[src/rtl/life_pkg.sv]
// Shared types, rule constants and indexing helper for the Game-of-Life engine.
package life_pkg;

    typedef enum logic [1:0] {S_IDLE, S_RUN, S_HALT} life_state_t;

    localparam int unsigned BIRTH_COUNT = 3;
    localparam int unsigned SURVIVE_MIN = 2;
    localparam int unsigned SURVIVE_MAX = 3;

    function automatic int unsigned cell_index(input int unsigned r, input int unsigned c,
                                               input int unsigned cols);
        return r * cols + c;
    endfunction

endpackage

[src/rtl/life_next_grid.sv]
// Combinational next-generation evaluator; LIFE_TORUS_EN selects wrapped edges,
// otherwise cells beyond the grid read as dead.
module life_next_grid
    import life_pkg::*;
#(
    parameter int unsigned ROWS = 8,
    parameter int unsigned COLS = 8
) (
    input  logic [ROWS*COLS-1:0] cells,
    output logic [ROWS*COLS-1:0] next_cells_c,
    output logic                 same_flag_c
);

    localparam int unsigned N     = ROWS * COLS;
    localparam int unsigned IDX_W = $clog2(N);

    logic [3:0] nbr_cnt;
    int         nr;
    int         nc;

    always_comb begin
        next_cells_c = '0;
        nbr_cnt      = '0;
        nr           = 0;
        nc           = 0;
        for (int r = 0; r < int'(ROWS); r++) begin
            for (int c = 0; c < int'(COLS); c++) begin
                nbr_cnt = '0;
                for (int dr = -1; dr <= 1; dr++) begin
                    for (int dc = -1; dc <= 1; dc++) begin
                        if (dr != 0 || dc != 0) begin
`ifdef LIFE_TORUS_EN
                            nr = (r + dr + int'(ROWS)) % int'(ROWS);
                            nc = (c + dc + int'(COLS)) % int'(COLS);
                            nbr_cnt = nbr_cnt + 4'(cells[IDX_W'(cell_index(nr, nc, COLS))]);
`else
                            nr = r + dr;
                            nc = c + dc;
                            if (nr >= 0 && nr < int'(ROWS) && nc >= 0 && nc < int'(COLS))
                                nbr_cnt = nbr_cnt + 4'(cells[IDX_W'(cell_index(nr, nc, COLS))]);
`endif
                        end
                    end
                end
                next_cells_c[IDX_W'(cell_index(r, c, COLS))] =
                    (nbr_cnt == 4'(BIRTH_COUNT)) ||
                    (cells[IDX_W'(cell_index(r, c, COLS))] &&
                     nbr_cnt >= 4'(SURVIVE_MIN) && nbr_cnt <= 4'(SURVIVE_MAX));
            end
        end
    end

    assign same_flag_c = (next_cells_c == cells);

endmodule

[src/rtl/life_engine.sv]
// Game-of-Life engine: run/pause/step FSM, tick divider, generation counter, still-life halt.
// Build with LIFE_TORUS_EN defined for wrapped (toroidal) grid edges.
module life_engine
    import life_pkg::*;
#(
    parameter int unsigned ROWS     = 8,
    parameter int unsigned COLS     = 8,
    parameter int unsigned TICK_DIV = 23,
    parameter int unsigned GEN_W    = 16
) (
    input  logic                 clk,
    input  logic                 rst_n,
    input  logic                 load,
    input  logic [ROWS*COLS-1:0] init_cells,
    input  logic                 start,
    input  logic                 stop,
    input  logic                 step,
    output logic [ROWS*COLS-1:0] cells,
    output logic [GEN_W-1:0]     generation,
    output logic                 running,
    output logic                 halted,
    output logic                 extinct,
    output logic                 updated
);

    localparam int unsigned N = ROWS * COLS;

    life_state_t           state_q, state_d;
    logic [TICK_DIV-1:0]   tick_q, tick_d;
    logic [N-1:0]          cells_d;
    logic [GEN_W-1:0]      gen_d;
    logic                  updated_d;
    logic [N-1:0]          next_cells_c;
    logic                  same_flag_c;
    logic                  do_gen_c;

    life_next_grid #(.ROWS(ROWS), .COLS(COLS)) u_next (
        .cells        (cells),
        .next_cells_c (next_cells_c),
        .same_flag_c  (same_flag_c)
    );

    // State and registered outputs
    always_ff @(posedge clk) begin
        if (!rst_n) begin
            state_q    <= S_IDLE;
            tick_q     <= '0;
            cells      <= '0;
            generation <= '0;
            running    <= 1'b0;
            halted     <= 1'b0;
            extinct    <= 1'b1;
            updated    <= 1'b0;
        end else begin
            state_q    <= state_d;
            tick_q     <= tick_d;
            cells      <= cells_d;
            generation <= gen_d;
            running    <= (state_d == S_RUN);
            halted     <= (state_d == S_HALT);
            extinct    <= (cells_d == '0);
            updated    <= updated_d;
        end
    end

    // Next-state logic; priority load > stop > start > step, tick only when no override
    always_comb begin
        state_d   = state_q;
        tick_d    = tick_q;
        cells_d   = cells;
        gen_d     = generation;
        updated_d = 1'b0;
        do_gen_c  = 1'b0;
        if (load) begin
            cells_d = init_cells;
            gen_d   = '0;
            tick_d  = '0;
            state_d = S_IDLE;
        end else if (stop) begin
            if (state_q == S_RUN) state_d = S_IDLE;
        end else begin
            case (state_q)
                S_IDLE: begin
                    if (start) begin
                        state_d = S_RUN;
                        tick_d  = '0;
                    end else if (step) begin
                        do_gen_c = 1'b1;
                    end
                end
                S_RUN: begin
                    tick_d = tick_q + 1'b1;
                    if (tick_q == '1) begin
                        if (same_flag_c) state_d  = S_HALT;
                        else             do_gen_c = 1'b1;
                    end
                end
                S_HALT: begin
                    if (start) begin
                        state_d = S_RUN;
                        tick_d  = '0;
                    end else if (step) begin
                        state_d  = S_IDLE;
                        do_gen_c = 1'b1;
                    end
                end
                default: state_d = S_IDLE;
            endcase
        end
        if (do_gen_c) begin
            cells_d   = next_cells_c;
            gen_d     = generation + 1'b1;
            updated_d = 1'b1;
        end
    end

endmodule

[config.mk]
export PLATFORM = sky130hd
export DESIGN_NAME = life_engine
export DESIGN_NICKNAME = d
export VERILOG_FILES = /design/src/rtl/life_pkg.sv /design/src/rtl/life_next_grid.sv /design/src/rtl/life_engine.sv
export SDC_FILE = /design/constraint.sdc
export NUM_CORES = 1
export LEC_CHECK = 0
export BUFFER_PORTS_ARGS = -buffer_cell sky130_fd_sc_hd__buf_2
export CORE_UTILIZATION = 55
export DETAILED_ROUTE_END_ITERATION = 8
export PLACE_DENSITY = 0.8
export SYNTH_ARGS = -nofsm -noshare
export SYNTH_HDL_FRONTEND = slang
export SYNTH_SLANG_ARGS = --single-unit
[constraint.sdc]
create_clock -name clk -period 5.3 [get_ports clk]
set_input_delay 0.53 -clock clk [delete_from_list [all_inputs] [get_ports clk]]
set_output_delay 0.53 -clock clk [all_outputs]
set_load 0.05 [all_outputs]
==> flow_metrics.env, run 1 <==
export IMPL_rsz0062_at_grt="yes"
export IMPL_synth_area_leaders="fa_1, dfxtp_1, ha_1, inv_1, nor2_1"
export IMPL_leakagePower_nw=9.650
export IMPL_whs_endpoint="cells[0]"
export IMPL_reg2reg_slack_ps=-1740
export IMPL_required_ps=5590
export IMPL_die_y_um=168.6
export IMPL_grt_overflow_total=0
export IMPL_syn_nets=2173
export IMPL_yosysWarningCount=0
export IMPL_place_hpwl_mm=48.29
export IMPL_r2r_start="cells[42]"
export IMPL_die_area_um2=28420
export IMPL_synth_common_cells="inv_1, fa_1, ha_1"
export IMPL_cp_max_fo=12
export IMPL_rr_worst_depth=20
export IMPL_grt_pass1_vias=16081
export IMPL_multi_input_area_um2=12360
export IMPL_clock_sinks=109
export IMPL_ioPinCount=154
export IMPL_place_congestion=1.082
export IMPL_r2r_end="extinct"
export IMPL_antenna_found_initial=3
export IMPL_num_rows=60
export IMPL_synth_edf_count=0
export IMPL_track_usage_pct=42.95
export IMPL_drc=1
export IMPL_syn_inst=1744
export IMPL_cp_start_kind="flip-flop"
export IMPL_synth_seq_area_share_pct=14.30
export IMPL_setup_viol=86
export IMPL_fill_cells=1803
export IMPL_synth_top_area_share_pct=25.71
export IMPL_hold_path_class="primary input to flip-flop"
export IMPL_clk_latency_ps=390
export IMPL_wl_per_cell_um=23.84
export IMPL_relSlewSlack_pct=6.312
export IMPL_synth_main_ff_cell="dfxtp_1"
export IMPL_finalPower_mw=5.991
export IMPL_viasPerCell=6.261
export IMPL_violations="DRC, setup timing"
export IMPL_drive_gt1_share_pct=33.83
export IMPL_hold_depth=3
export IMPL_worst_slack_ps=-1744
export IMPL_vias=16285
export IMPL_h_tree_depth=3
export IMPL_grt_start_max_net_pins=77
export IMPL_status="complete, but fails checks"
export IMPL_ir_drop_v=0.0002051
export IMPL_syn_mean_instance_area_um2=8.751
export IMPL_cts_tree="yes"
export IMPL_coreArea_um2=27100
export IMPL_numCtsBuffers=9
export IMPL_arrival_ps=7340
export IMPL_hold_viol=0
export IMPL_worst_pin_slew_ps=1405
export IMPL_synth_top_cell_by_area="fa_1"
export IMPL_syn_area_um2=15260
export IMPL_powerDensity_nw_per_um2=290.2
export IMPL_crit_path_end_kind="flip-flop"
export IMPL_clockRootBuffer="clkbuf_16"
export IMPL_synthArstFlopShare_pct=0
export IMPL_whs_ps=394.1
export IMPL_post_route_min_period_ps=7044
export IMPL_wirelength_mm=62.00
export IMPL_yosysMostFrequentCell="inv_1"
export IMPL_initial_utilization_pct=56.31
export IMPL_clkTransAtPathRegs_ps=100
export IMPL_synthDistinctLibCells=77
export IMPL_fin_worst_skew_ps=19.28
export IMPL_worstSetupPathType="flip-flop to flip-flop"
export IMPL_report_final_slew_viol_count=0
export IMPL_ys_ff_latch=109
export IMPL_antenna_left=0
export IMPL_cap_violations=0
export IMPL_dpl_worst_slack_ps=-1216
export IMPL_area_growth_syn_to_layout_pct=35.27
export IMPL_first_iter_violations=2332
export IMPL_fmaxAchievable_ghz=0.1420
export IMPL_nNetsFinal=2650
export IMPL_period_share_pct=132.9
export IMPL_seq_area_um2=2351
export IMPL_port_buffers=153
export IMPL_chipWidth_um=168.6
export IMPL_grt_pass1_wl_mm=91.67
export IMPL_clock_path_buffers=2
export IMPL_min_delay_start="init_cells[0]"
export IMPL_dr_pass1_iters=9
==> per-stage QoR <==
step	std cells	utilization, %	cell area [µm²]	TNS [ps]
detailed placement	2548	70.44	19090	-19730
global placement	2548	70.44	19090	-15440
CTS	2589	73.99	20050	-8600
finish	2601	76.17	20640	-82780
global route	2599	76.15	20640	-78980
floorplan	1744	-	15570	-153.1
==> sequential cells by signal, summed over array words and instances (netlist names) <==
register    cells
cells          64
running         1
state_q         2
tick_q         23
extinct         1
halted          1
generation     16
updated         1
==> critical path, stage by stage, from the launching register on <==
cell and delay, ps:
dfxtp_4 360, buf_4 150, clkinvlp_4 160, fa_1 550, fa_1 450, fa_2 380
fa_1 490, buf_4 160, a222oi_1 1060, nand4_1 320, nor4_4 380, o2111ai_2 180
nor4_4 250, buf_6 160, nand2_8 100, buf_12 190, a311oi_1 460, a221oi_4 80
a2111oi_2 380, nand4_1 290, o41ai_2 370
==> per-layer routing <==
metal | global-route usage, % | wire length [µm]
met1 | 54.88 | 22090
met2 | 68.68 | 27520
met3 | 6.570 | 7392
met4 | 26.56 | 4986
met5 | 0 | 8
==> final cells by class <==
| class | count | area share (%) |
|---|---|---|
| multi-input combinational | 1220 | 59.89 |
| timing repair buffer | 519 | 18.03 |
| sequential | 109 | 11.39 |
| inverter | 362 | 6.855 |
| tap | 372 | 2.255 |
| clock buffer | 9 | 1.091 |
| clock inverter | 7 | 0.4546 |
| antenna | 3 | 0.03637 |
==> cell families (layout without fill, tap and decap cells) <==
logic type,count (synthesis),count (layout),share of synthesized area [%]
mux,12,12,0.8117
other cells,0,3,0
buf+inv,416,897,10.28
flops,109,109,14.30
xor+xnor,34,34,1.951
compound gates,274,274,14.04
fa+ha+maj,359,359,39.08
simple gates,540,541,19.54
==> repair_timing <==
item | 4_1_cts | 5_1_grt
pin swaps | 21 | 22
gates cloned | 1 | 1
resized for setup | 86 | 94
setup endpoints to repair | 81 | 84
setup buffers | 27 | 11
hold buffers | 0 | 0
==> cell usage in the layout, fill, tap and decap left out, types with 9 or more instances in the layout <==
master      netlist  routed
nor2_1          156     151
buf_2             6     152
dfxtp_1         109      56
a31oi_1          22      21
a311oi_1         44      30
nand3_1          37      37
nand2b_1         71      71
fa_1            196     188
nand4_1          27      27
and2_1           29      20
clkbuf_16         0      10
a31o_2           16      15
o221ai_2          0       9
a311oi_2          0       9
a22oi_1          19      11
buf_6             0      22
ha_1            163     160
xor2_1           26      26
nor4_1           16      11
dfxtp_4           0      41
inv_1           361     344
o21ai_0          17      14
nor3b_1          16      15
a21oi_1          37      31
buf_4             0     334
a221o_1          11      11
and2_4            0       9
clkinvlp_4        0      15
dfxtp_2           0      12
or3_1            16      15
nor3_1           27      24
a311o_1          13      13
nand2_1          45      40
nor2b_1          35      34
nor4bb_1         17      17
==> worst max path at each step <==
stage          startpoint       to  slack (ps)
6_report        cells[42]  extinct       -1740
5_1_grt         cells[11]  extinct       -1620
4_1_cts         cells[11]  extinct        -780
3_5_place_dp    cells[11]  extinct       -1220
3_3_place_gp    cells[33]  extinct       -1180
2_1_floorplan   cells[51]  extinct        -150
==> power breakdown <==
| part | total, mW | internal, mW | switching [mW] | leakage (nW) |
|---|---|---|---|---|
| clock network | 0.791 | 0.350 | 0.442 | 0.154 |
| logic | 4.28 | 1.88 | 2.41 | 8.57 |
| registers | 0.915 | 0.864 | 0.0515 | 0.923 |
Power figures use the tool's default switching activity.
==> run 2: changes to the inputs <==
PLACE_DENSITY = 0.77   (was 0.8)
REMOVE_ABC_BUFFERS = 1   (was not set)
clock period = 9 ns   (was 5.3 ns; I/O delays follow)
==> run 2 against run 1 <==
Net effect:
- the run now ends clean
- global-route usage down 2.5 points
- fmax down 8.1%
- routed wire length down 10%
- via count down 13%
- count of clock-buffer cells in the layout unchanged
- utilization down 14 points
- clock power down 40%
- first-iteration DRC count down 31%
==> flow_metrics.env, run 2 (same netlist as run 1, synthesis figures left out) <==
export IMPL_status="finished clean"
export IMPL_critPathMostFrequentCell="fa_1"
export IMPL_hold_viol=0
export IMPL_crit_path_end_kind="flip-flop"
export IMPL_timing_setup_tns_ps=0
export IMPL_dpl_worst_slack_ps=1641
export IMPL_cp_slowest_stage_delay_ps=980
export IMPL_nNetsFinal=2297
export IMPL_regMostFlops="cells"
export IMPL_rr_worst_depth=17
export IMPL_clock_path_buffers=2
export IMPL_rsz0062_at_grt="no"
export IMPL_post_route_cell_area_um2=16740
export IMPL_fmaxAchievable_ghz=0.1304
export IMPL_viasPerCell=6.339
export IMPL_report_final_slew_viol_count=0
export IMPL_cts_setup_buffers=0
export IMPL_grt_start_max_net_pins=85
export IMPL_arrival_ps=7970
export IMPL_powerDensity_nw_per_um2=178.1
export IMPL_fin_worst_skew_ps=16.01
export IMPL_final_util_pct=61.77
export IMPL_place_hpwl_mm=44.58
export IMPL_grt_overflow_total=0
export IMPL_ir_drop_v=0.0001134
export IMPL_mostFrequentLayoutCells="inv_1, fa_1, ha_1"
export IMPL_seq_area_um2=2182
export IMPL_post_route_min_period_ps=7668
export IMPL_numCtsBuffers=9
export IMPL_worstSetupPathType="flip-flop to flip-flop"
export IMPL_hold_path_class="flip-flop to flip-flop"
export IMPL_cts_hold_buf=0
export IMPL_period_share_pct=85.20
export IMPL_crit_path_cell_trace="inv_1 -> fa_1 -> fa_1 -> fa_1 -> fa_1 -> o41ai_1 -> o32ai_1 -> nor4b_1 -> nand4_1 -> nor3b_2 -> nand2_4 -> buf_4 -> a311oi_1 -> a221oi_1 -> or4_1 -> or4_1 -> o41ai_2"
export IMPL_relSlewSlack_pct=9.778
export IMPL_hold_depth=2
export IMPL_vias=14237
export IMPL_ioPinCount=154
export IMPL_port_buffers=153
export IMPL_multi_input_area_um2=11530
export IMPL_num_rows=60
export IMPL_clockRootBuffer="clkbuf_16"
export IMPL_final_common_cell="inv_1"
export IMPL_crit_slowest_cell="o41ai_1"
export IMPL_largestRegisters="cells: 64 flops, tick_q: 23 flops, generation: 16 flops"
export IMPL_drc=0
export IMPL_first_iter_violations=1615
export IMPL_coreArea_um2=27100
export IMPL_clk_latency_ps=390
export IMPL_cp_max_fo=37
export IMPL_whs_ps=502.2
export IMPL_area_growth_syn_to_layout_pct=9.699
export IMPL_die_area_um2=28420
export IMPL_chipWidth_um=168.6
export IMPL_clkTransAtPathRegs_ps=110
export IMPL_cts_tree="yes"
export IMPL_place_congestion=1.090
export IMPL_setup_viol=0
export IMPL_cp_start_kind="flip-flop"
export IMPL_cap_violations=0
export IMPL_antenna_found_initial=2
export IMPL_fill_cells=2352
export IMPL_worst_slack_ps=1332
export IMPL_track_usage_pct=40.42
export IMPL_die_y_um=168.6
export IMPL_required_ps=9300
export IMPL_grt_pass1_wl_mm=85.27
export IMPL_initial_utilization_pct=56.31
export IMPL_clock_sinks=109
export IMPL_leakagePower_nw=7.760
export IMPL_worst_pin_slew_ps=1335
export IMPL_finalPower_mw=2.982
export IMPL_antenna_left=0
export IMPL_wirelength_mm=55.79
export IMPL_dr_pass1_iters=6
export IMPL_stdcell_count=2246
export IMPL_h_tree_depth=3
export IMPL_post_cts_resized=0
export IMPL_wl_per_cell_um=24.84
export IMPL_drive_gt1_share_pct=11.64
export IMPL_grt_pass1_vias=14326
export IMPL_post_dp_cell_area_um2=16420
export IMPL_dp_cells=2229
export IMPL_largest_reg_flops=64
-- run 2: changes by cell type in the layout (fill, tap and decap cells not counted), moves of 10 or more --
cell | previous run | this run
o221ai_1 | 3 | 13
a311oi_1 | 30 | 44
clkinvlp_4 | 15 | 0
buf_4 | 334 | 14
dfxtp_4 | 41 | 0
a221oi_1 | 0 | 15
buf_6 | 22 | 0
inv_1 | 344 | 361
dfxtp_1 | 56 | 109
dfxtp_2 | 12 | 0
-- run 2: path summary, 6_finish.rpt --
check	start	end	slack [ps]
min reg2reg	generation[1]	generation[1]	500
max	cells[47]	extinct	1330
max reg2reg	cells[47]	extinct	1330
min	generation[1]	generation[1]	500
-- run 2: critical path: cells and delay by family, from the launching register on --
family,cells,cell delay (ps)
AOI/OAI and AO/OA,5,2040
adders and majority gates,4,1960
buffers and inverters,2,670
DFF,1,580
and+or+nand+nor,6,2270
-- run 2: final cells by class --
cell class	instances	share of cell area (%)
multi-input cells	1219	68.86
flip-flops and latches	109	13.03
inverters	362	8.117
repair buffers	167	5.291
well taps	372	2.780
clock buffers	9	1.345
clock inverters	7	0.5605
diodes	1	0.01495
-- run 2: report_power, final --
group	switching (mW)	total (mW)	internal, mW
sequential	0.0707	0.579	0.508
clock	0.270	0.475	0.205
combinational	1.19	1.93	0.734
total	1.53	2.98	1.45
-- run 2: metal layers --
| metal | track usage [%] | part of all wire (%) |
|---|---|---|
| met3 | 11.43 | 12 |
| met2 | 61.43 | 43 |
| met1 | 51.56 | 38 |
| met4 | 22.92 | 6.6 |
| met5 | 1.913 | 0.13 |
